$ cat config.mk
export PLATFORM = sky130hd
export DESIGN_NAME = aud_rmm_host_seq
export DESIGN_NICKNAME = d
export VERILOG_FILES = /design/src/rtl/aud_pkg.sv /design/src/rtl/aud_rmm_watchdog.sv /design/src/rtl/aud_rmm_host_seq.sv
export SDC_FILE = /design/constraint.sdc
export NUM_CORES = 1
export LEC_CHECK = 0
export BUFFER_PORTS_ARGS = -buffer_cell sky130_fd_sc_hd__buf_4
export CAP_MARGIN = 20
export CORE_MARGIN = 2
export CORE_UTILIZATION = 35
export CTS_BUF_LIST = sky130_fd_sc_hd__clkbuf_16
export DETAILED_ROUTE_END_ITERATION = 12
export PLACE_DENSITY = 0.62
export SLEW_MARGIN = 10
export SYNTH_ARGS = -nofsm -noshare
export SYNTH_HDL_FRONTEND = slang
export SYNTH_SLANG_ARGS = --single-unit
$ cat constraint.sdc
create_clock -name clk_i -period 2.3 [get_ports clk_i]
set_input_delay 0.345 -clock clk_i [delete_from_list [all_inputs] [get_ports clk_i]]
set_output_delay 0.345 -clock clk_i [all_outputs]
set_load 0.005 [all_outputs]
$ cat src/rtl/aud_pkg.sv
// aud_pkg: shared opcodes, size codes, status bytes and sequencer states for the AUD host sequencer
package aud_pkg;
  localparam logic [1:0] OP_WR = 2'b01;
  localparam logic [1:0] OP_RD = 2'b10;
  localparam logic [1:0] SZ_B0 = 2'd0;
  localparam logic [1:0] SZ_B1 = 2'd1;
  localparam logic [1:0] SZ_H  = 2'd2;
  localparam logic [1:0] SZ_W  = 2'd3;
  localparam logic [7:0] ST_OK    = 8'hA0;
  localparam logic [7:0] ST_AUD   = 8'hA2;
  localparam logic [7:0] ST_TO    = 8'hA4;
  localparam logic [7:0] ST_BADOP = 8'hE1;
  typedef enum logic [3:0] {
    S_GET_OP, S_GET_ADDR, S_GET_CNT, S_GET_DATA, S_ISSUE, S_GUARD,
    S_WAIT_IDLE, S_SEND_DATA, S_NEXT, S_SEND_STATUS, S_ABORT
  } state_t;
  function automatic logic [2:0] size_bytes(input logic [1:0] s);
    return s == SZ_W ? 3'd4 : s == SZ_H ? 3'd2 : 3'd1;
  endfunction
endpackage

$ cat src/rtl/aud_rmm_watchdog.sv
// aud_rmm_watchdog: per-element timeout counter, expires on the TIMEOUT_CYCLES-th running cycle after a clear
module aud_rmm_watchdog #(
  parameter int TIMEOUT_CYCLES = 4096,
  localparam int TO_W = $clog2(TIMEOUT_CYCLES + 1)
) (
  input  logic clk_i,
  input  logic rst_i,
  input  logic clr_i,
  input  logic run_i,
  output logic expire_o
);
  logic [TO_W-1:0] cnt;
  assign expire_o = run_i && cnt == TO_W'(TIMEOUT_CYCLES - 1);
  // count running cycles, saturating once expired
  always_ff @(posedge clk_i) begin
    if (rst_i || clr_i) cnt <= '0;
    else if (run_i && !expire_o) cnt <= cnt + TO_W'(1);
  end
endmodule

$ cat src/rtl/aud_rmm_host_seq.sv
// aud_rmm_host_seq: parses host read/write frames, strobes the RMM engine per element and returns data plus status
module aud_rmm_host_seq import aud_pkg::*; #(
  parameter int TIMEOUT_CYCLES = 4096
) (
  input  logic        clk_i,
  input  logic        rst_i,
  input  logic [7:0]  rx_data_i,
  input  logic        rx_valid_i,
  output logic        rx_ready_o,
  output logic [7:0]  tx_data_o,
  output logic        tx_valid_o,
  input  logic        tx_ready_i,
  output logic [31:0] rmm_addr_o,
  output logic [31:0] rmm_data_o,
  output logic [1:0]  rmm_size_o,
  output logic        rmm_we_o,
  output logic        rmm_re_o,
  input  logic [31:0] rmm_data_i,
  input  logic        rmm_err_i,
  input  logic        rmm_idle_i,
  output logic        rmm_abort_o
);
  state_t st, nst;
  logic wr, g, rx_acc, tx_acc, last, op_ok, strobe, run, expire, to_hit;
  logic [1:0] sz, idx;
  logic [31:0] addr, wdat, cap;
  logic [8:0] rem;
  logic [7:0] stat;
  assign rx_ready_o = !rst_i && st inside {S_GET_OP, S_GET_ADDR, S_GET_CNT, S_GET_DATA};
  assign tx_valid_o = st inside {S_SEND_DATA, S_SEND_STATUS};
  assign tx_data_o = st == S_SEND_DATA ? 8'(cap >> {idx, 3'b000}) : st == S_SEND_STATUS ? stat : 8'h00;
  assign rx_acc = rx_valid_i && rx_ready_o;
  assign tx_acc = tx_valid_o && tx_ready_i;
  assign last = idx == 2'(size_bytes(sz) - 3'd1);
  assign op_ok = (rx_data_i[7:6] == OP_WR || rx_data_i[7:6] == OP_RD) && rx_data_i[3:0] == 4'h0;
  assign strobe = st == S_ISSUE && rmm_idle_i;
  assign run = st inside {S_ISSUE, S_GUARD, S_WAIT_IDLE};
  assign to_hit = expire && !(st inside {S_ISSUE, S_WAIT_IDLE} && rmm_idle_i);
  assign rmm_we_o = strobe && wr;
  assign rmm_re_o = strobe && !wr;
  assign rmm_abort_o = to_hit;
  assign rmm_addr_o = addr;
  assign rmm_data_o = wdat;
  assign rmm_size_o = sz;
  aud_rmm_watchdog #(.TIMEOUT_CYCLES(TIMEOUT_CYCLES)) u_wdog (
    .clk_i(clk_i), .rst_i(rst_i), .clr_i(!run || strobe), .run_i(run), .expire_o(expire)
  );
  // state register; g times the two-cycle guard and post-abort waits
  always_ff @(posedge clk_i) begin
    st <= rst_i ? S_GET_OP : nst;
    g <= !rst_i && nst == st && st inside {S_GUARD, S_ABORT} ? !g : 1'b0;
  end
  // next-state logic; an idle RMM rescues a cycle that would otherwise time out
  always_comb begin
    nst = st;
    case (st)
      S_GET_OP:      nst = rx_acc ? (op_ok ? S_GET_ADDR : S_SEND_STATUS) : st;
      S_GET_ADDR:    nst = rx_acc && idx == 2'd3 ? S_GET_CNT : st;
      S_GET_CNT:     nst = rx_acc ? (wr ? S_GET_DATA : S_ISSUE) : st;
      S_GET_DATA:    nst = rx_acc && last ? S_ISSUE : st;
      S_ISSUE:       nst = to_hit ? S_ABORT : rmm_idle_i ? S_GUARD : st;
      S_GUARD:       nst = to_hit ? S_ABORT : g ? S_WAIT_IDLE : st;
      S_WAIT_IDLE:   nst = to_hit ? S_ABORT : !rmm_idle_i ? st : rmm_err_i ? S_SEND_STATUS : wr ? S_NEXT : S_SEND_DATA;
      S_SEND_DATA:   nst = tx_acc && last ? S_NEXT : st;
      S_NEXT:        nst = rem == 9'd1 ? S_SEND_STATUS : wr ? S_GET_DATA : S_ISSUE;
      S_SEND_STATUS: nst = tx_acc ? S_GET_OP : st;
      S_ABORT:       nst = g ? S_SEND_STATUS : st;
      default:       nst = S_GET_OP;
    endcase
  end
  // frame fields, element data, captured read word and status accumulation
  always_ff @(posedge clk_i) begin
    if (rst_i) begin
      wr <= 1'b0; sz <= SZ_B0; idx <= 2'd0; addr <= '0; wdat <= '0; cap <= '0; rem <= '0; stat <= '0;
    end else begin
      case (st)
        S_GET_OP: if (rx_acc) begin
          wr <= rx_data_i[7:6] == OP_WR; sz <= rx_data_i[5:4]; idx <= 2'd0; stat <= op_ok ? ST_OK : ST_BADOP;
        end
        S_GET_ADDR: if (rx_acc) begin
          addr <= {rx_data_i, addr[31:8]}; idx <= idx + 2'd1;
        end
        S_GET_CNT: if (rx_acc) rem <= {rx_data_i == 8'd0, rx_data_i};
        S_GET_DATA: if (rx_acc) begin
          wdat <= idx == 2'd0 ? {24'd0, rx_data_i} : wdat | (32'(rx_data_i) << {idx, 3'b000});
          idx <= last ? 2'd0 : idx + 2'd1;
        end
        S_WAIT_IDLE: if (rmm_idle_i) begin
          cap <= rmm_data_i; idx <= 2'd0; stat <= rmm_err_i ? stat | ST_AUD : stat;
        end
        S_SEND_DATA: if (tx_acc) idx <= last ? 2'd0 : idx + 2'd1;
        S_NEXT: if (rem != 9'd1) begin
          rem <= rem - 9'd1; addr <= addr + 32'(size_bytes(sz));
        end
        S_ABORT: stat <= stat | ST_TO;
        default: ;
      endcase
    end
  end
endmodule

==> metrics.csv, run 1 <==
metric,value,unit
root_buffer,clkbuf_16,
die_x,144,µm
timing.final.crit_share,0.972,
clock_latency,420,ps
port_buffers,124,
synthMuxAreaShare,0.0370,
p_per_area,639,nW/µm²
pin_count,125,
syn_avg_cell_area,7.95,µm²
gr-total-overflow,0,
grt_pass1_vias,6575,
grt_use_total,0.203,
syn_nets,915,
netlist_area,6820,µm²
fmax,0.447,GHz
antenna_cells,0,
cts_hold_buf,0,
grt_max_degree,40,
setup-tns-final,0,ps
rows,51,
worstPathRequired,2640,ps
startpoint_type,flip-flop,
vias,6885,
hold_ws,166,ps
cts_tree,done,
crit_path_end_kind,flip-flop,
routed_wl,20900,µm
mostFrequentLayoutCells,"buf_4 (189), nand2_1 (134), dfxtp_1 (126)",
drc,0,
clkSlewWorstSetupHoldPaths,60,ps
finalMaxSlewViolations,0,
relSlewSlack,0.651,
core_area,19300,µm²
synthArstFlopShare,0,
drtPass1Iterations,5,
synth-seq-area-share,0.387,
dp.cells,1254,
synth-simple-area-share,0.261,
synthCells,858,
yosys.area.top_type_share,0.387,
maxCapViolCount,0,
synth-edff-count,0,
final-setup-viol-count,0,
synth_xor_area_frac,0.0154,
synth-warning-count,0,
gp_congestion,0.902,
synth_area_leader_cell,dfxtp_1,
stdcell_count,1287,
final.setup_skew,6.62,ps
syn_to_final_growth,32.3,%
p_leak,3.42,nW
final_antenna_net_count,0,
die_y,144,µm
dieArea,20600,µm²
max-vdd-ir-drop,0.000522,V
finalCriticalPeriod,2240,ps
cts_buffer_depth,2,
grt_pass1_wl,33500,µm
worst_ep_arrival_time,2580,ps
hold_viol_final,0,
synth_compound_area_frac,0.228,
place_ws,31.6,ps
total_power,5.77,mW
rsz0062_at_grt,true,
htree_num_levels,4,
ys_seq_elements,132,
outcome,"finished, final reports clean",
numCtsBuffers,17,
cts_sinks,132,
viasPerCell,5.35,
dp_hpwl,14500,µm
start_util,0.354,
synth.area.top_cells,"dfxtp_1 (39%), a21oi_1 (8.1%), nand2_1 (7.4%)",
antenna_found_initial,0,
layout_commonest_cell,buf_4,
synthFlopType,dfxtp_1,
synth_top_family_by_area,simple AND/OR/NAND/NOR gates,
cp_max_fo,4,
worst_pin_slew,522,ps
yosysUniqueCellTypes,78,
setup_ws,63.8,ps
synthAdderAreaFrac,0.0213,
drive_gt1_frac,0.267,
drt-initial-drc-count,409,
routedWlPerCell,16.3,µm
nets,1066,
hold_class,primary input to flip-flop,
worstSetupPathType,flip-flop to flip-flop,
## repair_timing
item	4_1_cts	5_1_grt
pin swaps	0	5
setup endpoints to repair	6	17
resized for setup	3	17
buffers inserted	0	1
gates cloned	0	0
## sequential cells by signal, indices dropped and copies added, names as in the netlist
name and flops:
st 4, idx 2, u_wdog.cnt 13, rem 9
cap 32, stat 4, g 1, rmm_addr_o 32
rmm_size_o 2, wr 1, rmm_data_o 32
## synthesized netlist by cell type (3+ instances only)
library cell,number
nor3_1,17
a31oi_1,12
or2_2,3
dfxtp_1,132
nand2b_1,7
a211oi_1,10
and2_1,6
buf_1,3
nor2b_1,8
xnor2_1,11
nor4b_1,4
a41oi_1,4
nor4_1,13
and3_1,17
mux2i_1,5
o221a_2,3
nor2_1,91
a21oi_1,111
o21ai_0,30
nor4_4,3
a32o_1,3
nand3_1,23
clkbuf_1,41
mux4_2,8
o31a_1,4
inv_1,23
o211ai_1,4
a311oi_1,4
a22oi_1,11
o32ai_1,3
o31ai_1,8
buf_2,12
a32oi_1,3
nand4_1,15
a21o_1,4
ha_1,10
o22ai_1,6
nand2_1,134
nand4b_1,3
## kinds of logic (layout without fill, tap and decap cells)
| family | count (synthesis) | after routing |
|---|---|---|
| xor gates and xnor gates | 12 | 12 |
| and+or+nand+nor | 362 | 362 |
| adders and majority gates | 11 | 11 |
| DFF | 132 | 132 |
| buffers and inverters | 83 | 247 |
| AOI/OAI and AO/OA | 243 | 243 |
| muxes | 15 | 15 |
## routing by layer
metal  routed length (µm)  GRT usage
met1                 9790      0.276
met2                 9690      0.324
met3                 1180     0.0423
met4                  271     0.0645
met5                    0          0
## through the flow
stage                util  instance area [µm²]
floorplan               -                 6830
global placement    0.436                 8390
detailed placement  0.436                 8390
CTS                 0.465                 8960
global route        0.468                 9020
finish              0.468                 9020
## critical path, stage by stage (launching register included)
cell	delay, ps
dfxtp_2	340
inv_2	60
ha_2	160
inv_1	50
fa_2	330
nand2b_4	170
a2111oi_4	310
nand3_1	130
or4_1	440
a41oi_2	170
## worst paths after layout
check                 startpoint        endpoint  slack [ps]  depth (start not counted)
hold reg to reg   u_wdog.cnt[12]  u_wdog.cnt[12]         430                          2
setup reg to reg   rmm_size_o[1]  rmm_addr_o[26]          60                          9
setup / recovery   rmm_size_o[1]  rmm_addr_o[26]          60                          9
hold / removal    rmm_data_i[22]         cap[22]         170                          3
## where the power goes
group	internal, mW	switching [mW]
clock	1.49	1.11
sequential	2.34	0.0766
combinational	0.335	0.416
## final cells by class
cell class                      count  area, µm²
Clock buffer                       17        425
Sequential cell                   132       2650
Tap cell                          265        332
Multi-Input combinational cell    643       3920
Timing Repair Buffer              192       1480
Clock inverter                     15        134
Inverter                           23       86.3
Fill cell                        1943      10200
Note: power is estimated with default switching activity, not from simulation.
==> run 2, diff against run 1 <==
--- a/config.mk
+++ b/config.mk
@@ -11,7 +11,9 @@
 export CORE_UTILIZATION = 35
 export CTS_BUF_LIST = sky130_fd_sc_hd__clkbuf_16
 export DETAILED_ROUTE_END_ITERATION = 12
+export MAX_ROUTING_LAYER = met4
 export PLACE_DENSITY = 0.62
+export SETUP_SLACK_MARGIN = 0.1
 export SLEW_MARGIN = 10
 export SYNTH_ARGS = -nofsm -noshare
 export SYNTH_HDL_FRONTEND = slang
==> run 2 against run 1 <==
Against the previous run: the run now ends with setup timing left; hold slack worse by 5.8 ps; final cell count is 0.93% higher; via count rose by 2.0%; global-route usage increased by 0.99 points; combinational power up 4.9%; setup slack worse by 86 ps; routed wire length up 1.7%; first-iteration DRC count rose by 37%; count of clock-buffer cells in the layout unchanged; register-to-register slack got worse by 90 ps; non-clock buffer count grew 11; critical endpoint is now rmm_addr_o[29]; highest routed layer unchanged.
==> metrics.csv, run 2 (synthesis gave the netlist of run 1 again) <==
metric,value,unit
outcome,"complete, but fails checks",
violations,setup timing,
setup_ws,-22.5,ps
final_area,9300,µm²
worstPathCellList,"buf_6, nand2b_4, inv_4, ha_4, a211oi_2, buf_4, nor4_4, nand4_1, or4b_1, o211ai_1",
cts_tree,done,
port_buffers,124,
routed_wl,21300,µm
finalMaxSlewViolations,0,
core_area,19300,µm²
hold_ws,160,ps
rows,51,
drtPass1Iterations,5,
final_antenna_net_count,0,
cts_buffer_depth,2,
final.setup_skew,8.29,ps
stdcell_count,1299,
drive_gt1_frac,0.297,
pin_count,125,
worst_ep_arrival_time,2670,ps
finalCriticalPeriod,2320,ps
worst_pin_slew,685,ps
drt-initial-drc-count,559,
mostFrequentLayoutCells,"buf_4 (192), nand2_1 (134), dfxtp_1 (121)",
start_util,0.354,
final-setup-viol-count,1,
antenna_cells,0,
nets,1078,
grt_max_degree,50,
dieArea,20600,µm²
dp_hpwl,14400,µm
relSlewSlack,0.537,
syn_to_final_growth,36.2,%
grt_use_total,0.213,
clkSlewWorstSetupHoldPaths,60,ps
gr-total-overflow,0,
gp_congestion,0.911,
worstSetupPathType,flip-flop to flip-flop,
hold_viol_final,0,
startpoint_type,flip-flop,
fmax,0.431,GHz
die_y,144,µm
dpl_cell_area,8380,µm²
root_buffer,clkbuf_16,
antenna_found_initial,0,
cts_sinks,132,
htree_num_levels,4,
setup-tns-final,-22.5,ps
crit_path_end_kind,flip-flop,
worstPathRequired,2640,ps
p_per_area,630,nW/µm²
maxCapViolCount,0,
routedWlPerCell,16.4,µm
timing.final.crit_share,1.01,
vias,7024,
grt_pass1_wl,34000,µm
p_leak,3.51,nW
slowest_delay,540,ps
cp_max_fo,4,
rsz0062_at_grt,true,
drc,0,
place_ws,-29.5,ps
viasPerCell,5.41,
hold_class,primary input to flip-flop,
numCtsBuffers,17,
crit_slowest_cell,or4b_1,
layout_commonest_cell,buf_4,
clock_latency,420,ps
dp.cells,1249,
grt_pass1_vias,6626,
max-vdd-ir-drop,0.000519,V
die_x,144,µm
## run 2: cell count changes in the layout (fill, tap and decap cells not counted), sizes merged
cell	delta
and3b	+1
clkinv	-2
buf	+11
inv	+4
clkinvlp	-2
## run 2: worst max-delay path: cells and delay by family, from the launching register on
family / cells / cell delay [ps]
AND/OR/NAND/NOR: 4 / 1160
flip-flops: 1 / 350
buffers and inverters: 3 / 310
adder cells (fa/ha/maj): 1 / 260
AO/OA/AOI/OAI: 2 / 150
## run 2: worst paths after layout
path | cells past startpoint | to | start | slack (ps)
worst min-delay path | 3 | cap[21] | rmm_data_i[21] | 160
worst max-delay path | 10 | rmm_addr_o[29] | rmm_size_o[1] | -20
worst min register to register | 2 | u_wdog.cnt[12] | u_wdog.cnt[12] | 430
worst max register to register | 10 | rmm_addr_o[29] | rmm_size_o[1] | -20
## run 2: area by class of cell
| cell class | count | area (µm²) |
|---|---|---|
| repair buffers | 203 | 1620 |
| multi-input cells | 644 | 4030 |
| flip-flops and latches | 132 | 2660 |
| well taps | 265 | 332 |
| clock inverters | 15 | 143 |
| fillers | 1909 | 9970 |
| inverters | 23 | 91.3 |
| clock buffers | 17 | 425 |
## run 2: per-stage QoR
step | utilization | total power, mW
after floorplan | - | 2.87
after global placement | 0.435 | 3.21
after detailed placement | 0.435 | 3.21
after CTS | 0.474 | 5.89
after global routing | 0.482 | 6.11
final | 0.482 | 5.86
## run 2: report_power, final
group / total, mW / internal (mW) / switching (mW) / leakage, nW
Clock: 2.65 / 1.51 / 1.13 / 0.273
Sequential: 2.43 / 2.34 / 0.0853 / 1.07
Combinational: 0.788 / 0.359 / 0.428 / 2.16
## run 2: what timing repair did
action,in CTS,in global routing
gates cloned,0,1
gates resized for setup,18,39
pin swaps,14,27
hold buffers,0,0
buffers inserted,14,5
setup endpoints to repair,19,44
## run 2: routing by layer
layer  wire length [µm]  vias to the layer above  GRT usage
met5                  0                        -          -
met4                345                        0     0.0614
met3               1460                       29     0.0550
met2               9770                      255      0.321
met1               9710                     3319      0.283
li1                   -                     3421          -
==> run 3, diff against run 2 <==
--- a/config.mk
+++ b/config.mk
@@ -12,7 +12,7 @@
 export CTS_BUF_LIST = sky130_fd_sc_hd__clkbuf_16
 export DETAILED_ROUTE_END_ITERATION = 12
 export MAX_ROUTING_LAYER = met4
-export PLACE_DENSITY = 0.62
+export PLACE_DENSITY = 0.6
 export SETUP_SLACK_MARGIN = 0.1
 export SLEW_MARGIN = 10
 export SYNTH_ARGS = -nofsm -noshare
==> constraint.sdc (replaced) <==
create_clock -name clk_i -period 2.4 [get_ports clk_i]
set_input_delay 0.36 -clock clk_i [delete_from_list [all_inputs] [get_ports clk_i]]
set_output_delay 0.36 -clock clk_i [all_outputs]
set_load 0.005 [all_outputs]
==> run 3 against run 2 <==
Against the previous run: the run now ends clean; critical path type unchanged; critical path depth decreased by 1; combinational power decreased by 7.9%; final cell count decreased by 1.4%; via count decreased by 1.9%.
==> metrics.csv, run 3 (synthesis gave the netlist of run 1 again) <==
metric,value,unit
place_ws,53.4,ps
min_from,rmm_data_i[20],
antenna_found_initial,0,
clock_latency,410,ps
fmax,0.438,GHz
rsz0062_at_grt,true,
p_leak,3.40,nW
layout_commonest_cell,buf_4,
routedWlPerCell,16.7,µm
p_sw,1.49,mW
p_int,4.08,mW
gr-total-overflow,0,
vias,6891,
finalCriticalPeriod,2280,ps
cp_max_fo,4,
cp_num_buf_inv,2,
dpl_cell_area,8290,µm²
max-vdd-ir-drop,0.000489,V
syn_to_final_growth,32.3,%
setup_ws,119,ps
port_buffers,124,
clkSlewWorstSetupHoldPaths,60,ps
finalMaxSlewViolations,0,
worstPathCellList,"inv_4, ha_4, inv_2, fa_2, nand2b_4, a2111oi_4, nand3_1, or4_1, a41oi_2",
root_buffer,clkbuf_16,
die_x,144,µm
r2r_start,rmm_size_o[1],
power_switching_share,0.268,
worstSetupPathType,flip-flop to flip-flop,
antenna_cells,0,
dieArea,20600,µm²
relSlewSlack,0.579,
numCtsBuffers,17,
viasPerCell,5.38,
crit_path_end_kind,flip-flop,
clkPwrFrac,0.453,
gp_congestion,0.935,
timing.final.crit_share,0.951,
drt-initial-drc-count,505,
drive_gt1_frac,0.272,
core_area,19300,µm²
dp_hpwl,14800,µm
pin_count,125,
seq_power_share,0.417,
p_comb_frac,0.130,
p_per_area,618,nW/µm²
drc,0,
outcome,"finished, final reports clean",
start_util,0.354,
slowest_delay,500,ps
maxCapViolCount,0,
grt_pass1_wl,34000,µm
htree_num_levels,4,
die_y,144,µm
routed_wl,21400,µm
hold_viol_final,0,
mostFrequentLayoutCells,"buf_4 (184), nand2_1 (134), dfxtp_1 (121)",
hold_class,primary input to flip-flop,
grt_use_total,0.215,
final_area,9030,µm²
worstPathRequired,2730,ps
cts_buffer_depth,2,
rows,51,
worst_pin_slew,631,ps
crit_slowest_cell,or4_1,
nets,1061,
regToRegSetupSlack,120,ps
drtPass1Iterations,7,
holdPathEnd,cap[20],
grt_max_degree,58,
worst_ep_arrival_time,2610,ps
cts_hold_buf,0,
grt_pass1_vias,6401,
final.setup_skew,10.2,ps
final_antenna_net_count,0,
cts_tree,done,
final-setup-viol-count,0,
cts_sinks,132,
path_delay_family,simple AND/OR/NAND/NOR gates,
setup-tns-final,0,ps
holdPathStages,3,
timing.rr.end,rmm_addr_o[26],
r2r_cells,9,
startpoint_type,flip-flop,
## run 3: worst reg2reg max path, delay by kind of cell, from the launching register on
| kind | cells | cell delay (ps) |
|---|---|---|
| simple gates | 3 | 800 |
| fa+ha+maj | 2 | 480 |
| compound gates | 2 | 450 |
| flops | 1 | 360 |
| buf+inv | 2 | 100 |
## run 3: area by class of cell
cell class / count / area (µm²)
timing repair buffer: 187 / 1440
multi-input combinational: 643 / 3950
clock inverter: 14 / 140
tap: 265 / 332
inverter: 23 / 88.8
clock buffer: 17 / 425
fill: 1962 / 10200
sequential: 132 / 2660
## run 3: how the worst max path moves through the flow
stage	endpoint	depth (start not counted)	start
after floorplan	rmm_addr_o[26]	9	rmm_size_o[1]
after global placement	rmm_addr_o[26]	9	rmm_size_o[1]
after detailed placement	rmm_addr_o[28]	10	rmm_size_o[1]
after CTS	rmm_addr_o[26]	9	rmm_size_o[1]
after global routing	rmm_addr_o[26]	9	rmm_size_o[1]
final	rmm_addr_o[26]	9	rmm_size_o[1]
## run 3: stage by stage
| step | hold WS (ps) | util | total power, mW | std cells |
|---|---|---|---|---|
| CTS | 180 | 0.462 | 5.59 | 1277 |
| floorplan | 403 | - | 2.75 | 858 |
| global route | 189 | 0.469 | 5.81 | 1281 |
| global placement | 414 | 0.430 | 3.07 | 1242 |
| detailed placement | 418 | 0.430 | 3.07 | 1242 |
| finish | 190 | 0.469 | 5.58 | 1281 |
## run 3: power groups by stage
stage	combinational, mW	sequential, mW	clock, mW
finish	0.726	2.33	2.53
global route	0.801	2.33	2.67
detailed placement	0.702	2.37	0
CTS	0.710	2.32	2.56
floorplan	0.398	2.35	0
global placement	0.704	2.37	0
## run 3: what timing repair did
action	CTS	global route
gates cloned	0	0
setup buffers	4	4
pin swaps	4	12
gates resized for setup	9	25
setup endpoints to repair	14	19
## run 3: per-layer routing
metal  up-vias  GRT usage  part of all wire
met3        27     0.0450             0.053
met5         -          -                 0
met4         0     0.0748             0.022
met2       230      0.335              0.47
met1      3245      0.277              0.45
li1       3389          -                 -
